`src/rtl/lsu_pkg.sv`:
```
// Shared encodings for the data-memory load/store unit.
// Size codes, FSM states and the default DMEM base address.
package lsu_pkg;

  localparam logic [1:0] SZ_BYTE = 2'b00;
  localparam logic [1:0] SZ_HALF = 2'b01;
  localparam logic [1:0] SZ_WORD = 2'b10;

  localparam logic [31:0] DEF_BASE_ADDR = 32'h1001_0000;

  typedef enum logic [2:0] {
    IDLE,
    RD,
    RMW_RD,
    WR,
    ERR,
    RESP
  } state_t;

endpackage

```
`src/rtl/dmem_lsu_if.sv`:
```
// CPU request/response and DMEM bus of the load/store unit.
// master = CPU plus memory environment, slave = the LSU itself.
interface dmem_lsu_if #(
  parameter int AW = 11
);

  logic          req_valid;
  logic          req_ready;
  logic          req_we;
  logic [1:0]    req_size;
  logic          req_signed;
  logic [31:0]   req_addr;
  logic [31:0]   req_wdata;
  logic          resp_valid;
  logic          resp_err;
  logic [31:0]   resp_rdata;
  logic          dm_ena;
  logic          dm_we;
  logic          dm_re;
  logic [AW-1:0] dm_addr;
  logic [31:0]   dm_wdata;
  logic [31:0]   dm_rdata;

  modport master (
    output req_valid, req_we, req_size,
    output req_signed, req_addr, req_wdata,
    output dm_rdata,
    input  req_ready, resp_valid, resp_err,
    input  resp_rdata,
    input  dm_ena, dm_we, dm_re,
    input  dm_addr, dm_wdata
  );

  modport slave (
    input  req_valid, req_we, req_size,
    input  req_signed, req_addr, req_wdata,
    input  dm_rdata,
    output req_ready, resp_valid, resp_err,
    output resp_rdata,
    output dm_ena, dm_we, dm_re,
    output dm_addr, dm_wdata
  );

endinterface

```
`src/rtl/lsu_lane.sv`:
```
// Little-endian lane logic: load extract/extend and store merge.
// Purely combinational; one instance serves both paths.
module lsu_lane
  import lsu_pkg::*;
(
  input  logic [31:0] i_ld_word,
  input  logic [1:0]  i_size,
  input  logic        i_signed,
  input  logic [1:0]  i_lsb,
  input  logic [31:0] i_st_old,
  input  logic [31:0] i_st_data,
  output logic [31:0] o_ld_data,
  output logic [31:0] o_st_word
);

  logic [4:0]  w_bsh;
  logic [4:0]  w_hsh;
  logic [7:0]  w_byte;
  logic [15:0] w_half;
  logic [31:0] w_mask;
  logic [31:0] w_ins;

  assign w_bsh = {i_lsb, 3'b000};
  assign w_hsh = {i_lsb[1], 4'b0000};

  always_comb begin
    w_byte = 8'(i_ld_word >> w_bsh);
    w_half = 16'(i_ld_word >> w_hsh);
    o_ld_data = i_ld_word;
    unique case (1'b1)
      (i_size == SZ_BYTE):
        o_ld_data = {{24{i_signed & w_byte[7]}},
                     w_byte};
      (i_size == SZ_HALF):
        o_ld_data = {{16{i_signed & w_half[15]}},
                     w_half};
      default:
        o_ld_data = i_ld_word;
    endcase
  end

  always_comb begin
    w_mask = '1;
    w_ins  = i_st_data;
    unique case (1'b1)
      (i_size == SZ_BYTE): begin
        w_mask = 32'h0000_00FF << w_bsh;
        w_ins  = {24'd0, i_st_data[7:0]} << w_bsh;
      end
      (i_size == SZ_HALF): begin
        w_mask = 32'h0000_FFFF << w_hsh;
        w_ins  = {16'd0, i_st_data[15:0]} << w_hsh;
      end
      default: ;
    endcase
    o_st_word = (i_st_old & ~w_mask)
              | (w_ins & w_mask);
  end

endmodule

```
`src/rtl/dmem_lsu.sv`:
```
// Load/store initiator between the CPU and word-organised DMEM.
// Sub-word stores run as read-modify-write; all outputs registered.
module dmem_lsu
  import lsu_pkg::*;
#(
  parameter logic [31:0] BASE_ADDR   = DEF_BASE_ADDR,
  parameter int          AW          = 11,
  parameter int          DEPTH_WORDS = 2048
) (
  input logic       clk,
  input logic       rst,
  dmem_lsu_if.slave bus
);

  state_t        r_state;
  logic [1:0]    r_size;
  logic          r_signed;
  logic [1:0]    r_lsb;
  logic [AW-1:0] r_idx;
  logic [31:0]   r_wdata;
  logic          r_err;

  logic          r_ready;
  logic          r_resp_valid;
  logic          r_resp_err;
  logic [31:0]   r_resp_rdata;
  logic          r_dm_ena;
  logic          r_dm_we;
  logic          r_dm_re;
  logic [AW-1:0] r_dm_addr;
  logic [31:0]   r_dm_wdata;

  logic          w_acc;
  logic [29:0]   w_widx;
  logic [AW-1:0] w_idx;
  logic          w_mis;
  logic          w_bad_sz;
  logic          w_low;
  logic          w_oor;
  logic          w_err;
  logic          w_sub_st;
  logic [31:0]   w_ld;
  logic [31:0]   w_merge;

  assign w_acc  = bus.req_valid & r_ready;
  // Index wraps mod 2^32; range uses unwrapped compare.
  assign w_widx = 30'((bus.req_addr - BASE_ADDR) >> 2);
  assign w_idx  = w_widx[AW-1:0];

  assign w_mis =
    ((bus.req_size == SZ_HALF) & bus.req_addr[0])
    | ((bus.req_size == SZ_WORD)
       & (bus.req_addr[1:0] != 2'b00));
  assign w_bad_sz = (bus.req_size == 2'b11);
  assign w_low    = (bus.req_addr < BASE_ADDR);
  assign w_oor    = (w_widx >= 30'(DEPTH_WORDS));
  assign w_err    = w_mis | w_bad_sz | w_low | w_oor;
  assign w_sub_st = (bus.req_size != SZ_WORD);

  lsu_lane u_lane (
    .i_ld_word (bus.dm_rdata),
    .i_size    (r_size),
    .i_signed  (r_signed),
    .i_lsb     (r_lsb),
    .i_st_old  (bus.dm_rdata),
    .i_st_data (r_wdata),
    .o_ld_data (w_ld),
    .o_st_word (w_merge)
  );

  always_ff @(posedge clk or posedge rst) begin
    if (rst) begin
      r_state      <= IDLE;
      r_size       <= '0;
      r_signed     <= 1'b0;
      r_lsb        <= '0;
      r_idx        <= '0;
      r_wdata      <= '0;
      r_err        <= 1'b0;
      r_ready      <= 1'b1;
      r_resp_valid <= 1'b0;
      r_resp_err   <= 1'b0;
      r_resp_rdata <= '0;
      r_dm_ena     <= 1'b0;
      r_dm_we      <= 1'b0;
      r_dm_re      <= 1'b0;
      r_dm_addr    <= '0;
      r_dm_wdata   <= '0;
    end else begin
      case (r_state)
        IDLE: begin
          if (w_acc) begin
            r_size   <= bus.req_size;
            r_signed <= bus.req_signed;
            r_lsb    <= bus.req_addr[1:0];
            r_idx    <= w_idx;
            r_wdata  <= bus.req_wdata;
            r_err    <= w_err;
            r_ready  <= 1'b0;
            if (w_err) begin
              r_state <= ERR;
            end else if (!bus.req_we) begin
              r_state   <= RD;
              r_dm_ena  <= 1'b1;
              r_dm_re   <= 1'b1;
              r_dm_addr <= w_idx;
            end else if (w_sub_st) begin
              r_state   <= RMW_RD;
              r_dm_ena  <= 1'b1;
              r_dm_re   <= 1'b1;
              r_dm_addr <= w_idx;
            end else begin
              r_state    <= WR;
              r_dm_ena   <= 1'b1;
              r_dm_we    <= 1'b1;
              r_dm_addr  <= w_idx;
              r_dm_wdata <= bus.req_wdata;
            end
          end
        end
        RD: begin
          r_state      <= RESP;
          r_dm_ena     <= 1'b0;
          r_dm_re      <= 1'b0;
          r_dm_addr    <= '0;
          r_resp_valid <= 1'b1;
          r_resp_rdata <= w_ld;
        end
        RMW_RD: begin
          r_state    <= WR;
          r_wdata    <= w_merge;
          r_dm_re    <= 1'b0;
          r_dm_we    <= 1'b1;
          r_dm_addr  <= r_idx;
          r_dm_wdata <= w_merge;
        end
        WR: begin
          r_state      <= RESP;
          r_dm_ena     <= 1'b0;
          r_dm_we      <= 1'b0;
          r_dm_addr    <= '0;
          r_dm_wdata   <= '0;
          r_resp_valid <= 1'b1;
        end
        ERR: begin
          r_state      <= RESP;
          r_resp_valid <= 1'b1;
          r_resp_err   <= r_err;
        end
        RESP: begin
          r_state      <= IDLE;
          r_ready      <= 1'b1;
          r_resp_valid <= 1'b0;
          r_resp_err   <= 1'b0;
          r_resp_rdata <= '0;
        end
        default: r_state <= IDLE;
      endcase
    end
  end

  assign bus.req_ready  = r_ready;
  assign bus.resp_valid = r_resp_valid;
  assign bus.resp_err   = r_resp_err;
  assign bus.resp_rdata = r_resp_rdata;
  assign bus.dm_ena     = r_dm_ena;
  assign bus.dm_we      = r_dm_we;
  assign bus.dm_re      = r_dm_re;
  assign bus.dm_addr    = r_dm_addr;
  assign bus.dm_wdata   = r_dm_wdata;

endmodule

```
`src/flat_wrapper.sv`:
```
// flat-port wrapper written by rule: the top's interface ports become plain ports
module dmem_lsu_flat import lsu_pkg::*;
#(
  parameter logic [31:0] BASE_ADDR   = DEF_BASE_ADDR,
  parameter int          AW          = 11,
  parameter int          DEPTH_WORDS = 2048
)
  (clk, rst, bus_req_valid, bus_req_we, bus_req_size, bus_req_signed, bus_req_addr, bus_req_wdata, bus_dm_rdata, bus_req_ready, bus_resp_valid, bus_resp_err, bus_resp_rdata, bus_dm_ena, bus_dm_we, bus_dm_re, bus_dm_addr, bus_dm_wdata);
  dmem_lsu_if #(.AW(AW)) bus_i ();
  input logic clk;
  input logic rst;
  input wire logic [$bits(bus_i.req_valid)-1:0] bus_req_valid;
  input wire logic [$bits(bus_i.req_we)-1:0] bus_req_we;
  input wire logic [$bits(bus_i.req_size)-1:0] bus_req_size;
  input wire logic [$bits(bus_i.req_signed)-1:0] bus_req_signed;
  input wire logic [$bits(bus_i.req_addr)-1:0] bus_req_addr;
  input wire logic [$bits(bus_i.req_wdata)-1:0] bus_req_wdata;
  input wire logic [$bits(bus_i.dm_rdata)-1:0] bus_dm_rdata;
  output wire logic [$bits(bus_i.req_ready)-1:0] bus_req_ready;
  output wire logic [$bits(bus_i.resp_valid)-1:0] bus_resp_valid;
  output wire logic [$bits(bus_i.resp_err)-1:0] bus_resp_err;
  output wire logic [$bits(bus_i.resp_rdata)-1:0] bus_resp_rdata;
  output wire logic [$bits(bus_i.dm_ena)-1:0] bus_dm_ena;
  output wire logic [$bits(bus_i.dm_we)-1:0] bus_dm_we;
  output wire logic [$bits(bus_i.dm_re)-1:0] bus_dm_re;
  output wire logic [$bits(bus_i.dm_addr)-1:0] bus_dm_addr;
  output wire logic [$bits(bus_i.dm_wdata)-1:0] bus_dm_wdata;
  assign bus_i.req_valid = bus_req_valid;
  assign bus_i.req_we = bus_req_we;
  assign bus_i.req_size = bus_req_size;
  assign bus_i.req_signed = bus_req_signed;
  assign bus_i.req_addr = bus_req_addr;
  assign bus_i.req_wdata = bus_req_wdata;
  assign bus_i.dm_rdata = bus_dm_rdata;
  assign bus_req_ready = bus_i.req_ready;
  assign bus_resp_valid = bus_i.resp_valid;
  assign bus_resp_err = bus_i.resp_err;
  assign bus_resp_rdata = bus_i.resp_rdata;
  assign bus_dm_ena = bus_i.dm_ena;
  assign bus_dm_we = bus_i.dm_we;
  assign bus_dm_re = bus_i.dm_re;
  assign bus_dm_addr = bus_i.dm_addr;
  assign bus_dm_wdata = bus_i.dm_wdata;
  dmem_lsu #(.BASE_ADDR(BASE_ADDR), .AW(AW), .DEPTH_WORDS(DEPTH_WORDS)) u_core (.clk(clk), .rst(rst), .bus(bus_i));
endmodule
```
`config.mk`:
```
export PLATFORM = sky130hd
export DESIGN_NAME = dmem_lsu_flat
export DESIGN_NICKNAME = d
export VERILOG_FILES = /design/src/rtl/lsu_pkg.sv /design/src/rtl/dmem_lsu_if.sv /design/src/rtl/lsu_lane.sv /design/src/rtl/dmem_lsu.sv /design/src/flat_wrapper.sv
export SDC_FILE = /design/constraint.sdc
export NUM_CORES = 1
export LEC_CHECK = 0
export BUFFER_PORTS_ARGS = -buffer_cell sky130_fd_sc_hd__clkbuf_2
export CELL_PAD_IN_SITES_DETAIL_PLACEMENT = 1
export CELL_PAD_IN_SITES_GLOBAL_PLACEMENT = 2
export CORE_MARGIN = 8
export CORE_UTILIZATION = 35
export DETAILED_ROUTE_END_ITERATION = 10
export PLACE_DENSITY = 0.95
export SETUP_SLACK_MARGIN = 0.2
export SYNTH_ARGS = -nofsm -noshare
export SYNTH_HDL_FRONTEND = slang
export SYNTH_SLANG_ARGS = --single-unit
```
`constraint.sdc`:
```
create_clock -name clk -period 11.6 [get_ports clk]
set_clock_uncertainty 0.15 [all_clocks]
set_input_delay 2.32 -clock clk [delete_from_list [all_inputs] [get_ports clk]]
set_output_delay 2.32 -clock clk [all_outputs]
set_load 0.05 [all_outputs]
```
Word level (Yosys, flattened, before mapping)
Index checks and enable logic that the tools add are counted.
- flip-flop bits (word level): 133
- input bits: 103
- output and inout bits: 81
- add/sub/neg operators: 1
- magnitude comparators: 2
- equality and inequality tests: 15
- shifts and indexed selects: 6
- muxes and demuxes: 36
- bitwise gates (word level): 13
- reductions and logical operators: 22
- operators by type and width (kind ; count):
    32-bit one-hot mux with 2 select lines ; 5
    32-bit 2-to-1 mux ; 5
    32-bit one-hot mux with 3 select lines ; 1
    32-bit AND ; 2
    11-bit one-hot mux with 3 select lines ; 1
    32-bit by 29-bit less-than comparator with 1-bit output (second input constant) ; 1
    32-bit inverter ; 1
    32-bit bitwise OR ; 1
    16-bit by 5-bit left shift with 32-bit output ; 1
    16-bit by 5-bit left shift with 32-bit output (first input constant) ; 1
    8-bit by 5-bit left shift with 32-bit output ; 1
    8-bit by 5-bit left shift with 32-bit output (first input constant) ; 1
    32-bit by 5-bit >> shifter with 16-bit output ; 1
    32-bit by 5-bit >> shifter with 8-bit output ; 1
    32-bit by 29-bit subtractor with 32-bit output (second input constant) ; 1
    30-bit by 12-bit >= comparator with 1-bit output (second input constant) ; 1
    11-bit 2-to-1 mux ; 2
    2-bit nonzero test ; 8
    1-bit 2-to-1 mux ; 12
    1-bit one-hot mux with 2 select lines ; 5
    3-bit 2-to-1 mux ; 3
    3-bit one-hot mux with 3 select lines ; 1
    2-bit inequality test (second input constant) ; 4
    3-bit by 2-bit == test with 1-bit output (second input constant) ; 2
    other kinds (18) ; 33

Longest topological paths before layout
Gate-level depths: netlist of the first run.
- word-level depth: 9
- depth in mapped cells: 8
- depth with buffers taken out: 5

Hierarchy
From an unflattened synthesis of the first run, not the netlist that was laid out.
- cell total of the unflattened synthesis: 942
- area, all modules: 8274.2 um^2
- by module, submodules not included (module ; times used ; cells an instance ; area each (um^2)):
    dmem_lsu ; 1 ; 737 ; 6881.6
    lsu_lane ; 1 ; 205 ; 1392.6

Least setup slack after synthesis of the first run
OpenSTA, ideal clock, no wires.
- path kind: input -> register
- start point: input port bus_req_addr[26]
- end point: register u_core.r_dm_wdata[24] (netlist: u_core.bus.dm_wdata[24])
- library setup time: 0.121 ns
- arrival: 3.525 ns
- data required time: 11.329 ns
- path slack: 7.803 ns
- cell stages on the path: 6
- path buffers: 1
- cell sequence: nor4_1 > and4_1 > nand4_4 > buf_6 > o21a_1 > o22a_1
- cells in the longest elaborated chain, start to end: 5
- ends and longest elaborated chain (item ; line ; RTL):
    start: declaration ; flat_wrapper.sv:16 ; input wire logic [$bits(bus_i.req_addr)-1:0] bus_req_addr;
    32-bit by 29-bit subtractor with 32-bit output or 32-bit by 29-bit less-than comparator with 1-bit output (tied branches) ; dmem_lsu.sv:47, dmem_lsu.sv:55 ;
    30-bit by 12-bit >= comparator with 1-bit output or 1-bit bitwise OR (tied branches) ; dmem_lsu.sv:56, dmem_lsu.sv:57 ;
    1-bit bitwise OR (*) ; dmem_lsu.sv:57 ; assign w_err = w_mis | w_bad_sz | w_low | w_oor;
    2-bit inequality test (no source line) (*) ; -- ;
    5-bit AND reduction (no source line) (*) ; -- ;
    end signal: assignment ; dmem_lsu.sv:117 ; r_dm_wdata <= bus.req_wdata;
    end signal: assignment ; dmem_lsu.sv:135 ; r_dm_wdata <= w_merge;
    end: declaration ; dmem_lsu.sv:31 ; logic [31:0] r_dm_wdata;
Every way passes the cells marked *; elsewhere a longest branch is shown, timed or not.
A chain may end at the register's enable or synchronous reset.

Worst setup path after layout of the first run
- start point: input port bus_req_addr[19]
- end point: register u_core.r_dm_wdata[27] (netlist: u_core.bus.dm_wdata[27])
Same word-level chain as after synthesis.

==> results of run 1 <==
==> cells in the final DEF, fill, tap and decap left out, drive strengths merged, types with 10 or more instances in the layout <==
cell,Yosys,routed
nand2,106,106
clkbuf,24,202
nor2,29,29
a2bb2oi,28,28
o21ai,66,66
a221oi,10,10
mux2i,30,30
o22a,10,10
nand3,10,10
inv,20,20
dfrtp,132,132
mux2,19,19
a21oi,71,71
a221o,22,22
==> sequential cells by signal (all words and copies together), names as in the netlist <==
register,count
u_core.r_wdata,32
u_core.bus.dm_we,1
u_core.bus.dm_re,1
u_core.r_signed,1
u_core.bus.dm_ena,1
u_core.bus.dm_wdata,32
u_core.bus.dm_addr,11
u_core.r_err,1
u_core.r_idx,11
u_core.bus.resp_rdata,32
u_core.bus.resp_valid,1
u_core.r_size,2
u_core.r_state,3
u_core.r_lsb,2
u_core.bus.resp_err,1
u_core.bus.req_ready,1
==> critical path: stages <==
cell and delay (ns):
clkbuf_2 0.08, nor4_1 0.34, and4_1 0.33, nand4_4 0.38
nand2_4 0.51, mux2_4 0.34
==> layout make-up <==
cell class | count | share of cell area [%]
antenna | 1 | 0.0291
clock buffer | 19 | 5.26
multi-input combinational | 504 | 37.9
tap | 265 | 3.85
clock inverter | 12 | 2.08
sequential | 133 | 38.7
timing repair buffer | 191 | 11.3
inverter | 20 | 0.901
==> power groups by stage <==
stage	clock network (W)	logic (W)	registers (W)
floorplan	0	0.000584	0.000890
global placement	0	0.000932	0.000755
detailed placement	0	0.000958	0.000763
CTS	0.000591	0.000967	0.000756
global route	0.000607	0.00104	0.000778
finish	0.000580	0.000963	0.000761
==> cell families (layout without fill, tap and decap cells) <==
kind of cell	Yosys count	in the layout
compound gates	272	272
buf+inv	80	242
flops	133	133
mux	50	50
other cells	0	1
simple gates	182	182
==> per-layer routing <==
layer  GRT usage [%]  vias to the layer above  share of wire [%]
met4            7.52                        0                2.6
met5               0                        -                  0
li1                -                     2940                  -
met2            33.4                      227                 48
met1            26.6                     3269                 43
met3            4.63                       35                6.3
==> per-stage QoR <==
step | util (%) | setup WS [ns]
3_3_place_gp | 40.9 | 7.03
4_1_cts | 44.1 | 7.42
3_5_place_dp | 40.9 | 6.96
6_report | 44.1 | 7.42
5_1_grt | 44.1 | 7.28
2_1_floorplan | - | 5.58
==> worst max path at each step <==
stage	startpoint	to	slack, ns	cells after the start
CTS	bus_req_addr[26]	u_core.bus.dm_wdata[27]$_DFFE_PP0P_	7.42	6
detailed placement	bus_req_addr[26]	u_core.bus.dm_wdata[25]$_DFFE_PP0P_	6.96	6
global placement	bus_req_addr[26]	u_core.bus.dm_wdata[27]$_DFFE_PP0P_	7.03	6
global route	bus_req_addr[31]	u_core.bus.dm_wdata[27]$_DFFE_PP0P_	7.28	6
floorplan	rst	u_core.bus.dm_addr[0]$_DFFE_PP0P_	5.58	1
finish	bus_req_addr[19]	u_core.bus.dm_wdata[27]$_DFFE_PP0P_	7.42	6
==> run_results.csv, run 1 <==
group,metric,value,unit
route,vias,6471,
synthesis,synth_area_leaders,"dfrtp_1 47%, nand2_1 5.6%, a21oi_1 4.9%, o21ai_0 4.4%, mux2i_1 4.3%",
clock_tree,root_buffer,"clkbuf_16",
place,gp_congestion,0.819,
worst_hold_path,min_path_cells,2,
synthesis,synth_top_flop_cell,"dfrtp_1",
timing,finalSetupViolCount,0,
timing,whs,0.327,ns
clock_tree,numClockSinks,133,
setup_path,r2r-start,"u_core.r_lsb[1]$_DFFE_PP0P_",
synthesis,synthMuxAreaShare,7.77,%
global_route,grt-ovfl-total,0,
synthesis,synth_top_family_by_area,"compound AO/OA/AOI/OAI gates",
floorplanning,num_rows,51,
global_route,grt_use_total,20.7,%
pwr,p_leak,3.98,nW
floorplanning,start_util,35.9,%
timing,tightest_slew,1.09,ns
pwr,p_clk_share,25.2,%
finish,fin_area,8610,um2
route,first_pass_iters,5,
pwr,p_sw_share,43.2,%
clock_tree,ctsResizeCount,0,
floorplanning,io_pins,184,
setup_path,cp_data_arrival_time,4.34,ns
flow_run,maxCapViolCount,0,
pwr,powerDensity,267,nW/um2
timing,relSlewSlack,27.2,%
timing,setup_tns,0,ns
pwr,finalPower,0.00230,W
clock_tree,cts_setup_buffers,0,
setup_path,setup.worst_path.end_class,"register",
synthesis,synth_top_area_share,47.2,%
setup_path,required,11.76,ns
worst_hold_path,hp-start,"u_core.bus.resp_rdata[10]$_DFFE_PP0P_",
clock_tree,cts_buffers,17,
finish,multi_input_area,3260,um2
place,hpwlAfterDp,18.5,mm
route,drc,0,
clock_tree,clock_path_buffers,2,
synthesis,synthSimpleGateAreaFrac,12.2,%
clock_tree,cts_tree,"done",
timing,fin_crit_sh,36.0,%
clock_tree,htree_levels,4,
synthesis,syn_area,7000,um2
global_route,grt_pass1_wl,39.4,mm
global_route,antenna_found_initial,1,
pwr,internal-power,0.00131,W
synthesis,yosys_warnings,0,
synthesis,synth_edf_count,0,
timing,rsz0062_at_grt,"no",
clock_tree,clock_latency,0.42,ns
setup_path,r2r-end,"u_core.r_wdata[2]$_DFFE_PP0P_",
route,dr.first_iter.drc_count,571,
synthesis,syn_inst,717,
pwr,pwr-share-comb,41.8,%
run_status,status,"finished, final reports clean",
synthesis,ys_top_cells_by_count,"132 x dfrtp_1, 105 x nand2_1, 69 x a21oi_1, 61 x o21ai_0, 30 x mux2i_1",
floorplanning,die_h,157,um
finish,final_nets,970,
synthesis,ys_seq_elements,133,
timing,period_needed,4.18,ns
route,drt-total-wl,25.3,mm
synthesis,synth_area_per_cell,9.77,um2
place,portBuffers,183,
clock_tree,hold_buffers,0,
place,placedInstanceArea,7980,um2
finish,final_cells,1145,
clock_tree,clk_pin_slew_worst_paths,0.06,ns
worst_hold_path,hold-path-endpoint,"u_core.bus.resp_rdata[10]$_DFFE_PP0P_",
floorplanning,dieArea,24800,um2
pwr,p_switching,0.000996,W
synthesis,synth.net_count,820,
timing,final-hold-violation-count,0,
pwr,ir_drop,124,uV
global_route,grt_pass1_vias,6846,
finish,syn_to_final_growth,23.0,%
synthesis,synth_cell_types,58,
place,dp_cells,1113,
finish,fillers,2316,
synthesis,synthArstFlopShare,100,%
setup_path,reg2regPathDepth,5,
route,ant_nets,0,
setup_path,rrSetupSlack,8.51,ns
route,wl_per_cell,22.1,um
floorplanning,design.core.area,19500,um2
worst_hold_path,hp-class,"register to register",
timing,max_freq,239,MHz
pwr,seq_power_share,33.0,%
setup_path,critical_path.max_fanout,32,
synthesis,yosysMostFrequentCell,"dfrtp_1",
synthesis,synth-compound-area-share,26.5,%
timing,drv_slew,0,
setup_path,critPathLaunchType,"primary input",
synthesis,synth_largest_area_cell,"dfrtp_1",
finish,seq_area,3330,um2
floorplanning,die_w,157,um
route,vias_per_cell,5.65,
synthesis,synth_xor_area_share,0,%
finish,drive_gt1_share,29.1,%
global_route,grt_max_degree,79,
synthesis,seq_area_frac_synth,47.5,%
setup_path,worstSetupPathType,"primary input to register",
synthesis,synthAdderAreaFrac,0,%
Note: power is estimated with default switching activity, not from simulation.
==> run 2: changes to the inputs <==
Settings changed: ABC_AREA from default to 1, CORE_UTILIZATION 35 to 27, PLACE_DENSITY 0.95 to 0.88.
Clock period 11.6 ns to 3.65 ns, I/O delays scaled along.
==> run 2 against run 1 <==
  * Synthesized area rose by 3.4%
  * Worst hold slack got worse by 0.0051 ns
  * Design area rose by 5.7%
  * Critical path depth rose by 3
  * Power rose to 4.0 times the previous value
  * First-iteration DRC count fell by 24%
  * Routed wire length rose by 14%
  * Sequential share of layout area fell by 2.1 points
  * Combinational power rose to 4.9 times the previous value
  * Utilization fell by 9.9 points
  * Worst setup slack got worse by 6.2 ns
  * Cell count rose by 32%
  * Highest routed layer is now met5
==> run_results.csv, run 2 <==
group,metric,value,unit
run_status,status,"finished, final reports clean",
synthesis,synth_top_flop_cell,"dfrtp_1",
floorplanning,dieArea,32300,um2
place,pre_cts_slack,0.856,ns
finish,syn_to_final_growth,25.8,%
clock_tree,hold_buffers,0,
clock_tree,ctsResizeCount,0,
timing,fin_crit_sh,67.2,%
pwr,finalPower,0.00911,W
setup_path,required,3.81,ns
synthesis,yosysMostFrequentCell,"nand2_1",
setup_path,worstSetupPathType,"register to register",
synthesis,synth_area_leaders,"dfrtp_1 46%, nand2_1 19%, o21ai_0 6.7%, nand4_1 4.1%, nor2_1 3.6%",
clock_tree,htree_levels,4,
route,vias_per_cell,4.95,
finish,final_util,34.2,%
route,first_pass_iters,5,
floorplanning,die_h,180,um
worst_hold_path,hp-class,"register to register",
setup_path,critical_path.max_fanout,28,
synthesis,yosys_warnings,0,
clock_tree,clock_path_buffers,2,
clock_tree,clk_pin_slew_worst_paths,0.06,ns
synthesis,synth_edf_count,0,
synthesis,syn_inst,995,
global_route,antenna_found_initial,10,
route,vias,7504,
synthesis,ys_top_cells_by_count,"363 x nand2_1, 132 x dfrtp_1, 97 x o21ai_0, 69 x nor2_1, 63 x inv_1",
timing,setup_tns,0,ns
finish,final_nets,1264,
timing,relSlewSlack,32.4,%
clock_tree,root_buffer,"clkbuf_16",
pwr,internal-power,0.00438,W
synthesis,synth_top_area_share,45.6,%
timing,drv_slew,0,
finish,drive_gt1_share,22.1,%
global_route,grt_pass1_wl,45.8,mm
route,ant_nets,0,
pwr,powerDensity,1000,nW/um2
synthesis,syn_area,7240,um2
pwr,p_sw_share,52.0,%
setup_path,setup.worst_path.start,"u_core.r_size[1]$_DFFE_PP0P_",
worst_hold_path,hp-start,"u_core.bus.dm_wdata[12]$_DFFE_PP0P_",
global_route,grt_max_degree,55,
setup_path,setup.worst_path.end_class,"register",
route,drc,0,
place,gp_congestion,0.839,
synthesis,synth_largest_area_cell,"dfrtp_1",
timing,final-hold-violation-count,0,
global_route,grt_use_total,17.9,%
synthesis,seq_area_frac_synth,46.0,%
pwr,ir_drop,417,uV
route,drt-total-wl,29.0,mm
timing,setup_slack,1.20,ns
floorplanning,num_rows,60,
clock_tree,cts_tree,"done",
finish,fillers,3327,
floorplanning,design.core.area,26700,um2
timing,finalSetupViolCount,0,
place,portBuffers,183,
place,hpwlAfterDp,22.0,mm
clock_tree,cts_setup_buffers,0,
timing,tightest_slew,1.01,ns
setup_path,cp_data_arrival_time,2.62,ns
global_route,grt-ovfl-total,0,
timing,max_freq,407,MHz
synthesis,synth_cell_types,34,
setup_path,critPathLaunchType,"register",
finish,mostFrequentLayoutCells,"363 x nand2_1, 183 x clkbuf_2, 132 x dfrtp_1, 97 x o21ai_0, 69 x nor2_1",
place,dp_cells,1483,
pwr,p_switching,0.00474,W
floorplanning,start_util,27.2,%
synthesis,synthArstFlopShare,100,%
timing,period_needed,2.45,ns
finish,final_cells,1517,
setup_path,crit_family,"simple AND/OR/NAND/NOR gates",
clock_tree,cts_buffers,17,
pwr,p_leak,4.77,nW
setup_path,critPathSlowestCell,"nand3_1",
setup_path,rrSetupSlack,1.20,ns
pwr,seq_power_share,28.4,%
synthesis,synth.net_count,1098,
synthesis,ys_seq_elements,133,
synthesis,synth_area_per_cell,7.28,um2
global_route,grt_pass1_vias,8151,
clock_tree,numClockSinks,133,
route,dr.first_iter.drc_count,435,
pwr,p_clk_share,19.9,%
finish,final_common_cell,"nand2_1",
setup_path,crit_chain,"buf_4, nor2_2, nand3_1, nand3_1, nor2_1, o21ai_1, nand2_1, nand4_1, nand2_1",
setup_path,r2r-start,"u_core.r_size[1]$_DFFE_PP0P_",
pwr,pwr-share-comb,51.8,%
floorplanning,io_pins,184,
floorplanning,die_w,180,um
route,wl_per_cell,19.1,um
timing,rsz0062_at_grt,"no",
flow_run,maxCapViolCount,0,
setup_path,slowest_delay,0.44,ns
setup_path,path_buf_inv,1,
clock_tree,clock_latency,0.42,ns
-- run 2: changes by cell type after synthesis, moves of 32 or more --
cell,delta
nand2_1,+258
nand4_1,+47
inv_1,+43
nor2_1,+41
o21ai_0,+36
nand3_1,+32
-- run 2: logic make-up after synthesis --
group,share of synthesized area [%]
buffers and inverters,7.24
and+or+nand+nor,31.7
AOI/OAI and AO/OA,15.1
DFF,46.0
-- run 2: power groups by stage --
| stage | logic (W) | clock network (W) | registers, W |
|---|---|---|---|
| finish | 0.00472 | 0.00181 | 0.00259 |
| global route | 0.00517 | 0.00191 | 0.00266 |
| CTS | 0.00477 | 0.00185 | 0.00258 |
| detailed placement | 0.00475 | 0 | 0.00259 |
| global placement | 0.00466 | 0 | 0.00257 |
| floorplan | 0.00222 | 0 | 0.00379 |
-- run 2: stage by stage --
| stage | hold slack (ns) | area [um2] |
|---|---|---|
| floorplan | 0.303 | 7250 |
| global placement | 0.305 | 8500 |
| detailed placement | 0.311 | 8500 |
| CTS | 0.327 | 9100 |
| global route | 0.346 | 9110 |
| finish | 0.322 | 9110 |
-- run 2: final cells by class --
type | count | area (um2) | share of cell area [%]
clock buffers | 18 | 429 | 4.71
repair buffers | 200 | 1070 | 11.7
clock inverters | 14 | 176 | 1.94
inverters | 71 | 270 | 2.97
multi-input cells | 738 | 3400 | 37.4
diodes | 2 | 5.00 | 0.0550
flip-flops and latches | 133 | 3330 | 36.6
well taps | 341 | 427 | 4.68
-- run 2: final timing paths --
path,end,cells after the start
max,u_core.bus.dm_wdata[25]$_DFFE_PP0P_,9
min,u_core.bus.dm_wdata[12]$_DFFE_PP0P_,2
max reg2reg,u_core.bus.dm_wdata[25]$_DFFE_PP0P_,9
min reg2reg,u_core.bus.dm_wdata[12]$_DFFE_PP0P_,2
max in group asynchronous,u_core.r_lsb[0]$_DFFE_PP0P_,3
min in group asynchronous,u_core.r_wdata[16]$_DFFE_PP0P_,2
-- run 2: worst min-delay path, stage by stage, from the launching register on --
cell and delay (ns):
dfrtp_1 0.34, nand2_1 0.05, nand2_1 0.05
-- run 2: per-layer routing --
metal  GRT usage (%)  vias up  wire (um)  share of wire, %
met4            6.27       16        715               2.5
met2            30.3      177      14100                49
met1            21.3     3659      12400                43
met3            5.32       53       1700               5.9
li1                -     3599          -                 -
met5               0        -        104              0.36
